===== src/rtl/ex_ctrl_pkg.sv =====
// ex_ctrl_pkg: shared definitions for the EX-stage controller.
//   - opcode field position inside the instruction word
//   - ALU function codes (opcode[3:0] when opcode[5] == 0)
//   - branch opcodes and the opcode[5:2] pattern that selects NPC as operand a
//   - FSM state encoding
package ex_ctrl_pkg;

  localparam int unsigned OpcMsb = 31;
  localparam int unsigned OpcLsb = 26;

  typedef enum logic [3:0] {
    FuncAdd = 4'd0,
    FuncSub = 4'd1,
    FuncMul = 4'd2,
    FuncSgt = 4'd3,
    FuncOr  = 4'd4,
    FuncAnd = 4'd5
  } alu_func_e;

  localparam logic [5:0] OpcBeqz = 6'b110100;
  localparam logic [5:0] OpcBnez = 6'b110101;

  // opcode[5:2] value for which operand a is the next PC instead of A.
  localparam logic [3:0] OpcNpcSel = 4'b1101;

  typedef enum logic [0:0] {
    StIdle = 1'b0,
    StMul  = 1'b1
  } ex_state_e;

  function automatic logic [5:0] get_opcode(input logic [31:0] ir);
    return ir[OpcMsb:OpcLsb];
  endfunction

  // BEQZ and BNEZ differ only in opcode[0].
  function automatic logic is_branch(input logic [5:0] opc);
    return opc[5:1] == OpcBnez[5:1];
  endfunction

endpackage


===== src/rtl/ex_mul_iter.sv =====
// ex_mul_iter: iterative shift-add multiplier producing the low XLEN bits of a*b.
// Retires MUL_BITS_PER_CYC multiplier bits per cycle over XLEN/MUL_BITS_PER_CYC
// iterations; MUL_BITS_PER_CYC must divide XLEN.
// Ports:
//   clk, rst    clock and synchronous active-high reset (aborts and clears state)
//   start_i     load operands and begin a new multiplication
//   a_i, b_i    operands, sampled when start_i is high
//   done_o      high during the final iteration; product_o is valid in that cycle
//   product_o   low XLEN bits of a_i * b_i
module ex_mul_iter #(
  parameter int unsigned XLEN             = 32,
  parameter int unsigned MUL_BITS_PER_CYC = 2
) (
  input  logic            clk,
  input  logic            rst,
  input  logic            start_i,
  input  logic [XLEN-1:0] a_i,
  input  logic [XLEN-1:0] b_i,
  output logic            done_o,
  output logic [XLEN-1:0] product_o
);

  localparam int unsigned NumIter = XLEN / MUL_BITS_PER_CYC;
  localparam int unsigned CntW    = $clog2(NumIter + 1);
  localparam logic [CntW-1:0] CntLoad = CntW'(NumIter);
  localparam logic [CntW-1:0] CntOne  = CntW'(1);

  logic [CntW-1:0] cnt_q, cnt_d;
  logic [XLEN-1:0] mcand_q, mcand_d;
  logic [XLEN-1:0] mplier_q, mplier_d;
  logic [XLEN-1:0] acc_q, acc_d;
  logic [XLEN-1:0] partial;

  // Sum of the partial products for the low MUL_BITS_PER_CYC multiplier bits.
  always_comb begin
    partial = '0;
    for (int unsigned k = 0; k < MUL_BITS_PER_CYC; k++) begin
      if (mplier_q[k]) begin
        partial = partial + (mcand_q << k);
      end
    end
  end

  always_comb begin
    cnt_d    = cnt_q;
    mcand_d  = mcand_q;
    mplier_d = mplier_q;
    acc_d    = acc_q;
    if (start_i) begin
      cnt_d    = CntLoad;
      mcand_d  = a_i;
      mplier_d = b_i;
      acc_d    = '0;
    end else if (cnt_q != '0) begin
      cnt_d    = cnt_q - CntOne;
      mcand_d  = mcand_q << MUL_BITS_PER_CYC;
      mplier_d = mplier_q >> MUL_BITS_PER_CYC;
      acc_d    = acc_q + partial;
    end
  end

  always_ff @(posedge clk) begin
    if (rst) begin
      cnt_q    <= '0;
      mcand_q  <= '0;
      mplier_q <= '0;
      acc_q    <= '0;
    end else begin
      cnt_q    <= cnt_d;
      mcand_q  <= mcand_d;
      mplier_q <= mplier_d;
      acc_q    <= acc_d;
    end
  end

  // Final iteration's contribution is folded in combinationally so the caller
  // can register the full product on the same edge that retires it.
  assign done_o    = (cnt_q == CntOne);
  assign product_o = acc_q + partial;

endmodule


===== src/rtl/ex_stage_ctrl.sv =====
// ex_stage_ctrl: EX-stage sequencing controller between decode and MEM.
// Accepts one ID/EX bundle per id_valid/id_ready handshake, evaluates ALU, address
// and branch ops in one cycle, runs MUL iteratively (stalling decode), and registers
// the result bundle into EX/MEM with a valid/ready hold toward MEM.
// Configuration macro EX_SINGLE_CYCLE_MUL_EN: when defined, MUL is an ordinary
// single-cycle ALU op, ex_mul_iter is not instantiated and busy is tied low.
// Ports:
//   clk, rst                       clock, synchronous active-high reset
//   id_valid / id_ready            ID bundle handshake
//   IR_id, NPC_id, A, B, Imm       ID bundle (opcode = IR_id[31:26])
//   mem_ready                      MEM consumes the EX/MEM bundle this cycle
//   ex_valid                       EX/MEM bundle valid
//   IR_ex, NPC_ex, ALU_res, B_ex   registered EX/MEM bundle
//   branch_taken                   one-cycle pulse with a newly registered taken branch
//   busy                           iterative multiply in progress
module ex_stage_ctrl
  import ex_ctrl_pkg::*;
#(
  parameter int unsigned XLEN             = 32,
  parameter int unsigned MUL_BITS_PER_CYC = 2
) (
  input  logic            clk,
  input  logic            rst,
  input  logic            id_valid,
  output logic            id_ready,
  input  logic [XLEN-1:0] IR_id,
  input  logic [XLEN-1:0] NPC_id,
  input  logic [XLEN-1:0] A,
  input  logic [XLEN-1:0] B,
  input  logic [XLEN-1:0] Imm,
  input  logic            mem_ready,
  output logic            ex_valid,
  output logic [XLEN-1:0] IR_ex,
  output logic [XLEN-1:0] NPC_ex,
  output logic [XLEN-1:0] ALU_res,
  output logic [XLEN-1:0] B_ex,
  output logic            branch_taken,
  output logic            busy
);

`ifdef EX_SINGLE_CYCLE_MUL_EN
  localparam bit IterMul = 1'b0;
`else
  localparam bit IterMul = 1'b1;
`endif

  // Decode and operand select
  logic [5:0]      opc;
  logic [3:0]      func;
  logic [XLEN-1:0] op_a;
  logic [XLEN-1:0] op_b;
  logic [XLEN-1:0] add_res;
  logic [XLEN-1:0] alu_res;
  logic            br_taken;
  logic            is_mul;
  logic            accept;

  assign opc      = get_opcode(IR_id[31:0]);
  assign func     = opc[3:0];
  assign op_a     = (opc[5:2] == OpcNpcSel) ? NPC_id : A;
  assign op_b     = opc[4] ? Imm : B;
  assign add_res  = op_a + op_b;
  // Condition uses A itself, not the NPC-selected operand a.
  assign br_taken = is_branch(opc) & (opc[0] ^ (A == '0));
  assign is_mul   = IterMul && !opc[5] && (func == FuncMul);

  always_comb begin
    alu_res = '0;
    if (opc[5]) begin
      alu_res = add_res;
    end else begin
      case (func)
        FuncAdd: alu_res = add_res;
        FuncSub: alu_res = op_a - op_b;
`ifdef EX_SINGLE_CYCLE_MUL_EN
        FuncMul: alu_res = op_a * op_b;
`endif
        FuncSgt: alu_res = {{(XLEN-1){1'b0}}, (op_a > op_b)};
        FuncOr:  alu_res = op_a | op_b;
        FuncAnd: alu_res = op_a & op_b;
        default: alu_res = '0;
      endcase
    end
  end

  // Multiplier
  logic            mul_start;
  logic            mul_done;
  logic [XLEN-1:0] mul_product;

`ifdef EX_SINGLE_CYCLE_MUL_EN
  assign mul_done    = 1'b0;
  assign mul_product = '0;
`else
  ex_mul_iter #(
    .XLEN            (XLEN),
    .MUL_BITS_PER_CYC(MUL_BITS_PER_CYC)
  ) u_mul (
    .clk      (clk),
    .rst      (rst),
    .start_i  (mul_start),
    .a_i      (op_a),
    .b_i      (op_b),
    .done_o   (mul_done),
    .product_o(mul_product)
  );
`endif

  // FSM
  ex_state_e state_q, state_d;
  logic      load_alu;
  logic      load_mul;
  logic      ex_valid_q, ex_valid_d;

  assign id_ready = !rst && (state_q == StIdle) && (!ex_valid_q || mem_ready);
  assign accept   = id_valid && id_ready;

  always_comb begin
    state_d   = state_q;
    mul_start = 1'b0;
    load_alu  = 1'b0;
    load_mul  = 1'b0;
    case (state_q)
      StIdle: begin
        if (accept) begin
          if (is_mul) begin
            mul_start = 1'b1;
            state_d   = StMul;
          end else begin
            load_alu  = 1'b1;
          end
        end
      end
      StMul: begin
        if (mul_done) begin
          load_mul = 1'b1;
          state_d  = StIdle;
        end
      end
      default: state_d = StIdle;
    endcase
  end

  // EX/MEM bundle
  logic [XLEN-1:0] ir_ex_q, ir_ex_d;
  logic [XLEN-1:0] npc_ex_q, npc_ex_d;
  logic [XLEN-1:0] alu_res_q, alu_res_d;
  logic [XLEN-1:0] b_ex_q, b_ex_d;
  logic            br_q, br_d;

  always_comb begin
    ex_valid_d = ex_valid_q;
    ir_ex_d    = ir_ex_q;
    npc_ex_d   = npc_ex_q;
    alu_res_d  = alu_res_q;
    b_ex_d     = b_ex_q;
    br_d       = 1'b0;  // pulse only on the cycle a bundle is first registered

    if (load_alu || load_mul) begin
      ex_valid_d = 1'b1;
    end else if (mem_ready) begin
      ex_valid_d = 1'b0;
    end

    // A MUL accept only happens once the previous bundle has been consumed, so
    // its IR/NPC/B can be captured immediately while ex_valid is low.
    if (load_alu || mul_start) begin
      ir_ex_d  = IR_id;
      b_ex_d   = B;
      npc_ex_d = br_taken ? alu_res : NPC_id;
    end
    if (load_alu) begin
      alu_res_d = alu_res;
      br_d      = br_taken;
    end
    if (load_mul) begin
      alu_res_d = mul_product;
    end
  end

  always_ff @(posedge clk) begin
    if (rst) begin
      state_q    <= StIdle;
      ex_valid_q <= 1'b0;
      ir_ex_q    <= '0;
      npc_ex_q   <= '0;
      alu_res_q  <= '0;
      b_ex_q     <= '0;
      br_q       <= 1'b0;
    end else begin
      state_q    <= state_d;
      ex_valid_q <= ex_valid_d;
      ir_ex_q    <= ir_ex_d;
      npc_ex_q   <= npc_ex_d;
      alu_res_q  <= alu_res_d;
      b_ex_q     <= b_ex_d;
      br_q       <= br_d;
    end
  end

  assign ex_valid     = ex_valid_q;
  assign IR_ex        = ir_ex_q;
  assign NPC_ex       = npc_ex_q;
  assign ALU_res      = alu_res_q;
  assign B_ex         = b_ex_q;
  assign branch_taken = br_q;
  assign busy         = (state_q == StMul);

endmodule


===== config.mk =====
export PLATFORM = sky130hd
export DESIGN_NAME = ex_stage_ctrl
export DESIGN_NICKNAME = d
export VERILOG_FILES = /design/src/rtl/ex_ctrl_pkg.sv /design/src/rtl/ex_mul_iter.sv /design/src/rtl/ex_stage_ctrl.sv
export SDC_FILE = /design/constraint.sdc
export NUM_CORES = 1
export LEC_CHECK = 0
export ABC_AREA = 1
export BUFFER_PORTS_ARGS = -buffer_cell sky130_fd_sc_hd__buf_2
export CORE_ASPECT_RATIO = 1.2
export CORE_MARGIN = 2
export CORE_UTILIZATION = 55
export DETAILED_ROUTE_END_ITERATION = 10
export PLACE_DENSITY_LB_ADDON = 0.15
export REMOVE_ABC_BUFFERS = 1
export SYNTH_ARGS = -nofsm -noshare
export SYNTH_HDL_FRONTEND = slang
export SYNTH_HIERARCHICAL = 1
export SYNTH_SLANG_ARGS = --single-unit
export TNS_END_PERCENT = 30

===== constraint.sdc =====
create_clock -name clk -period 6.9 [get_ports clk]
set_input_delay 0.69 -clock clk [delete_from_list [all_inputs] [get_ports clk]]
set_output_delay 0.69 -clock clk [all_outputs]
set_load 0.02 [all_outputs]

Word-level counts from Yosys, hierarchy flattened:

Index checks and enable logic that the tools add are counted.

* word-level logic and storage cells: 77
* flip-flop bits (word level): 232
* input port bits: 164
* output and inout port bits: 132

* reduce and logical (&&, ||, !) cells: 18
* $lt $le $gt $ge: 1
* add/sub/neg operators: 5
* equal/unequal tests: 8
* mux-type cells: 27
* bitwise operators: 6

Operators by type and width (number)
* 32-bit 2-to-1 mux: 12
* 32-bit case mux with 5 select lines: 1
* 32-bit adder: 3
* 32-bit bitwise AND: 1
* 32-bit greater-than comparator: 1
* 32-bit logical NOT: 1
* 32-bit bitwise OR: 1
* 32-bit subtractor: 1
* 1-bit 2-to-1 mux: 11
* 5-bit 2-to-1 mux: 2
* 4-bit by 2-bit == test with 1-bit output, second input constant: 2
* 4-bit by 3-bit == test with 1-bit output, second input constant: 2
* 2-bit nonzero test: 3
* 5-bit by 1-bit == test with 1-bit output, second input constant: 1
* 5-bit == test, second input constant: 1
* 5-bit nonzero test: 1
* 5-bit by 1-bit subtractor with 5-bit output, second input constant: 1
* 4-bit by 1-bit == test with 1-bit output, second input constant: 1
* 4-bit == test, second input constant: 1
* 1-bit logical AND: 4
* 4-bit logical NOT: 1
* 2-bit OR reduction: 2
* 1-bit logical NOT: 3
* 1-bit logical OR: 3
* 4 further kinds: 5

Longest topological paths before layout:

* depth after elaboration: 8
* mapped depth: 33

By module:

Netlist, hierarchy kept.

By module, submodules not included
* ex_stage_ctrl: area an instance 12946.2 sq um, instances 1, cells each 2243
* ex_mul_iter: area an instance 8409.3 sq um, instances 1, cells each 1384

Worst setup path before layout:

OpenSTA, ideal clock, no wires.

* path type: flip-flop to flip-flop
* from: reg u_mul.mplier_q[0]
* to: reg alu_res_q[22], in the netlist ALU_res[22]
* library setup time: 0.128 ns
* setup slack: 2.864 ns
* path buffers: 2
* arrival: 3.909 ns
* stages on the path, launching flop included: 27
* cells stage by stage: dfxtp_1 buf_2 buf_1 nand2_1 inv_1 ha_1 fa_1 nand3_1 nor2_1 nor2_1 nor2_2 a31o_2 xor2_1 o21ai_0 ha_1 a21o_1 nand3_1 nand2_1 a21oi_1 nand2_1 a21boi_0 o21ai_0 xnor2_1 inv_1 a22o_1 a21oi_1 nor2_1

* word-level cells in the longest chain between the ends: 5

RTL lines
* from (decl): line ex_mul_iter.sv:30 `logic [XLEN-1:0] mplier_q, mplier_d;`
* from (signal assigned): line ex_mul_iter.sv:71 `mplier_q <= mplier_d;`
* 32-bit 2-to-1 mux (*): line ex_mul_iter.sv:38 `if (mplier_q[k]) begin`
* 32-bit adder: line ex_mul_iter.sv:39 `partial = partial + (mcand_q << k);`
* 32-bit 2-to-1 mux (*): line ex_mul_iter.sv:38
* 32-bit adder (*): line ex_mul_iter.sv:79 `assign product_o = acc_q + partial;`
* named net mul_product[22]: line ex_stage_ctrl.sv:89 `logic [XLEN-1:0] mul_product;`
* 32-bit 2-to-1 mux (*): line ex_stage_ctrl.sv:176 `if (load_mul) begin`
* to (signal assigned): line ex_stage_ctrl.sv:195 `alu_res_q <= alu_res_d;`
* to (decl): line ex_stage_ctrl.sv:147 `logic [XLEN-1:0] alu_res_q, alu_res_d;`

The timed path passes the listed nets; every way through them passes the cells marked *.
A chain may end at the register's enable or synchronous reset.

Worst setup path in the final report:

* from: reg u_mul.mplier_q[0]
* to: reg alu_res_q[26], in the netlist ALU_res[26]

The elaborated chain is that of the path after synthesis.

==> impl_metrics.toml <==
[route]
wl_um = 82400
drcViolationCount = 0
detail_route.first_pass.iterations = 6
viasPerCell = 5.75
wl_per_cell_um = 19.1
drt_iter0_markers = 2739
vias = 24800
drtAntennaViolNets = 0

[worst_setup_path]
critPathMaxStageDelay_ns = 1.03
cp_common_cell = "nand2_1"
crit_start = "u_mul/mplier_q[0]$_SDFFE_PP0P_"
startpoint_type = "flip-flop"
cp_num_buf_inv = 3
cp-end-kind = "flip-flop"
cp.arrival_ns = 5.75
critical_path.top_delay_family = "simple AND/OR/NAND/NOR gates"
path_class = "reg -> reg"
cp_slowest_cell = "dfxtp_1"
cp.required_ns = 7.31
cp.depth = 25
worstRegToRegCells = 25
r2r_start = "u_mul/mplier_q[0]$_SDFFE_PP0P_"
crit_fanout = 25

[placed_design]
place_inst = 4278
place_area_sq_um = 23000
port_buffers = 295
place_congestion = 1.07
pre_cts_ws_ns = 1.78
dp_hpwl_um = 64300

[clock_network]
htree_num_levels = 1
cts-resized-gates = 0
numClockSinks = 232
tritoncts = "yes"
clk_pin_slew_ns = 0.07
cts_setup_buffers = 0
cts_hold_buf = 0
cts_made_buffers = 26
ctsLongestPathBuffers = 3
root_buffer = "clkbuf_16"
clkLatencyLatePin_ns = 0.57

[finish]
finalNonFillerCells = 4325
syn_to_final_growth_pct = 12.0
final_common_cell = "nand2_1"
layout_common_cells = "1108 x nand2_1, 539 x inv_1, 312 x nand3_1, 294 x buf_2, 238 x nor2_1"
drive_gt1_share_pct = 12.2
stdcell_area_sq_um = 23900
final_nets = 4145
antenna_cells = 0

[power_and_ir_drop]
vdd_drop_max_mv = 0.379
power_density_nw_per_um2 = 214
p_leak_nw = 12.7

[sta]
hold_viol_final = 0
rsz0062_at_grt = "no"
worst_slack_ns = 1.57
whs_ns = 0.309
slew_violations = 0
finalSetupTns_ns = 0
fmax_mhz = 188
tightest_slew_ns = 1.16
fin_skew_ns = 0.0176
slew_headroom_pct = 21.9
fin_crit_sh_pct = 77.3
min_period_ns = 5.33
setup_violations = 0

[global_routing]
grt_use_met3_pct = 6.10
antenna_found_initial = 0
grtUsageMet1_pct = 49.6
met2_usage_pct = 65.3
grt_pass1_vias = 23100
grt.total_usage_pct = 39.9
grt_pass1_wl_um = 125000
globalRouteOverflowTotal = 0
grt_max_degree = 93
grt_busiest_layer = "met2"

[floorplan]
initial_utilization_pct = 55.4
rows = 79
io_pins = 296
die_h_um = 220
core_sq_um = 38500
die-area_sq_um = 40400
fp.dieW_um = 184

[job]
drv_cap = 0

[yosys]
yosysTopAreaCell = "dfxtp_1"
synth_area_leaders = "dfxtp_1 22%, nand2_1 19%, inv_1 9.5%"
synth-seq-cells = 232
postSynthCellCount = 3627
async_flop_share_pct = 0
syn_area_sq_um = 21400
ys.flop_type = "dfxtp_1"
synth.avg_cell_area_sq_um = 5.89
ys_types = 56
synth_warnings = 6
ys_seq_area_share_pct = 21.7
synth_top_area_share_pct = 21.7
synth_edf_count = 0

[min_path]
hold_class = "in -> reg"
hp-start = "IR_id[15]"
min_path_cells = 3

[run_status]
status = "complete, no violations"
==> final cells by class <==
cell class	instances	area, sq um
Multi-Input combinational cell	2675	14000
Sequential cell	232	4640
Fill cell	3983	14600
Tap cell	486	608
Inverter	555	2090
Clock inverter	14	159
Clock buffer	33	718
Timing Repair Buffer	330	1740
==> worst paths after layout <==
| check | endpoint | slack (ns) |
|---|---|---|
| worst max-delay path | ALU_res[26]$_SDFFE_PP0P_ | 1.57 |
| worst min-delay path | IR_ex[15]$_SDFFE_PP0P_ | 0.31 |
| worst max register to register | ALU_res[26]$_SDFFE_PP0P_ | 1.57 |
| worst min register to register | IR_ex[19]$_SDFFE_PP0P_ | 0.46 |
==> cells in the mapped netlist (all sizes together) (2+ instances only) <==
cell / instances
nor3: 46
a21oi: 195
clkbuf: 103
o211ai: 24
nand3: 316
buf: 62
a31oi: 68
a22o: 27
inv: 551
dfxtp: 232
nand4: 55
clkinv: 4
a21boi: 6
a21o: 7
and3: 2
a221oi: 6
o21ai: 231
or2: 30
o21a: 8
ha: 157
o31ai: 5
fa: 4
o21bai: 39
nor4: 5
nand2: 1114
xnor2: 9
nor2: 250
xor2: 34
a211oi: 3
o22ai: 28
and2: 3
==> metal layers <==
layer / share of wire [%] / wire [um]
met4: 6.7 / 5510
met1: 39 / 32600
met3: 9.0 / 7420
met5: 0 / 0
met2: 45 / 37000
==> report_power, final <==
group,switching (mW),internal [mW]
Sequential,0.0970,1.49
Clock,0.607,0.849
Combinational,1.49,0.597
==> through the flow <==
step | util (%) | total power [mW]
after global placement | 59.8 | 3.63
final | 62.1 | 5.13
after global routing | 62.1 | 5.41
after CTS | 62.1 | 5.09
after detailed placement | 59.8 | 3.63
after floorplan | - | 2.91
==> tightest hold or removal path, stage by stage <==
cell	delay, ns
buf_2	0.07
nand2_1	0.04
nand2_1	0.05
==> sequential cells by signal, indices dropped and copies added (netlist names) <==
signal          cells
B_ex               32
NPC_ex             32
busy                1
u_mul/acc_q        32
ALU_res            32
branch_taken        1
IR_ex              32
u_mul/mplier_q     32
ex_valid            1
u_mul/cnt_q         5
u_mul/mcand_q      32
==> logic make-up (layout without fill, tap and decap cells) <==
family,Yosys count,after routing,share of synthesized area (%)
buffers and inverters,720,932,13.1
xor gates and xnor gates,43,43,1.85
adders and majority gates,161,161,9.57
and+or+nand+nor,1822,1822,35.8
DFF,232,232,21.7
AOI/OAI and AO/OA,649,649,18.0
Power figures use the tool's default switching activity.
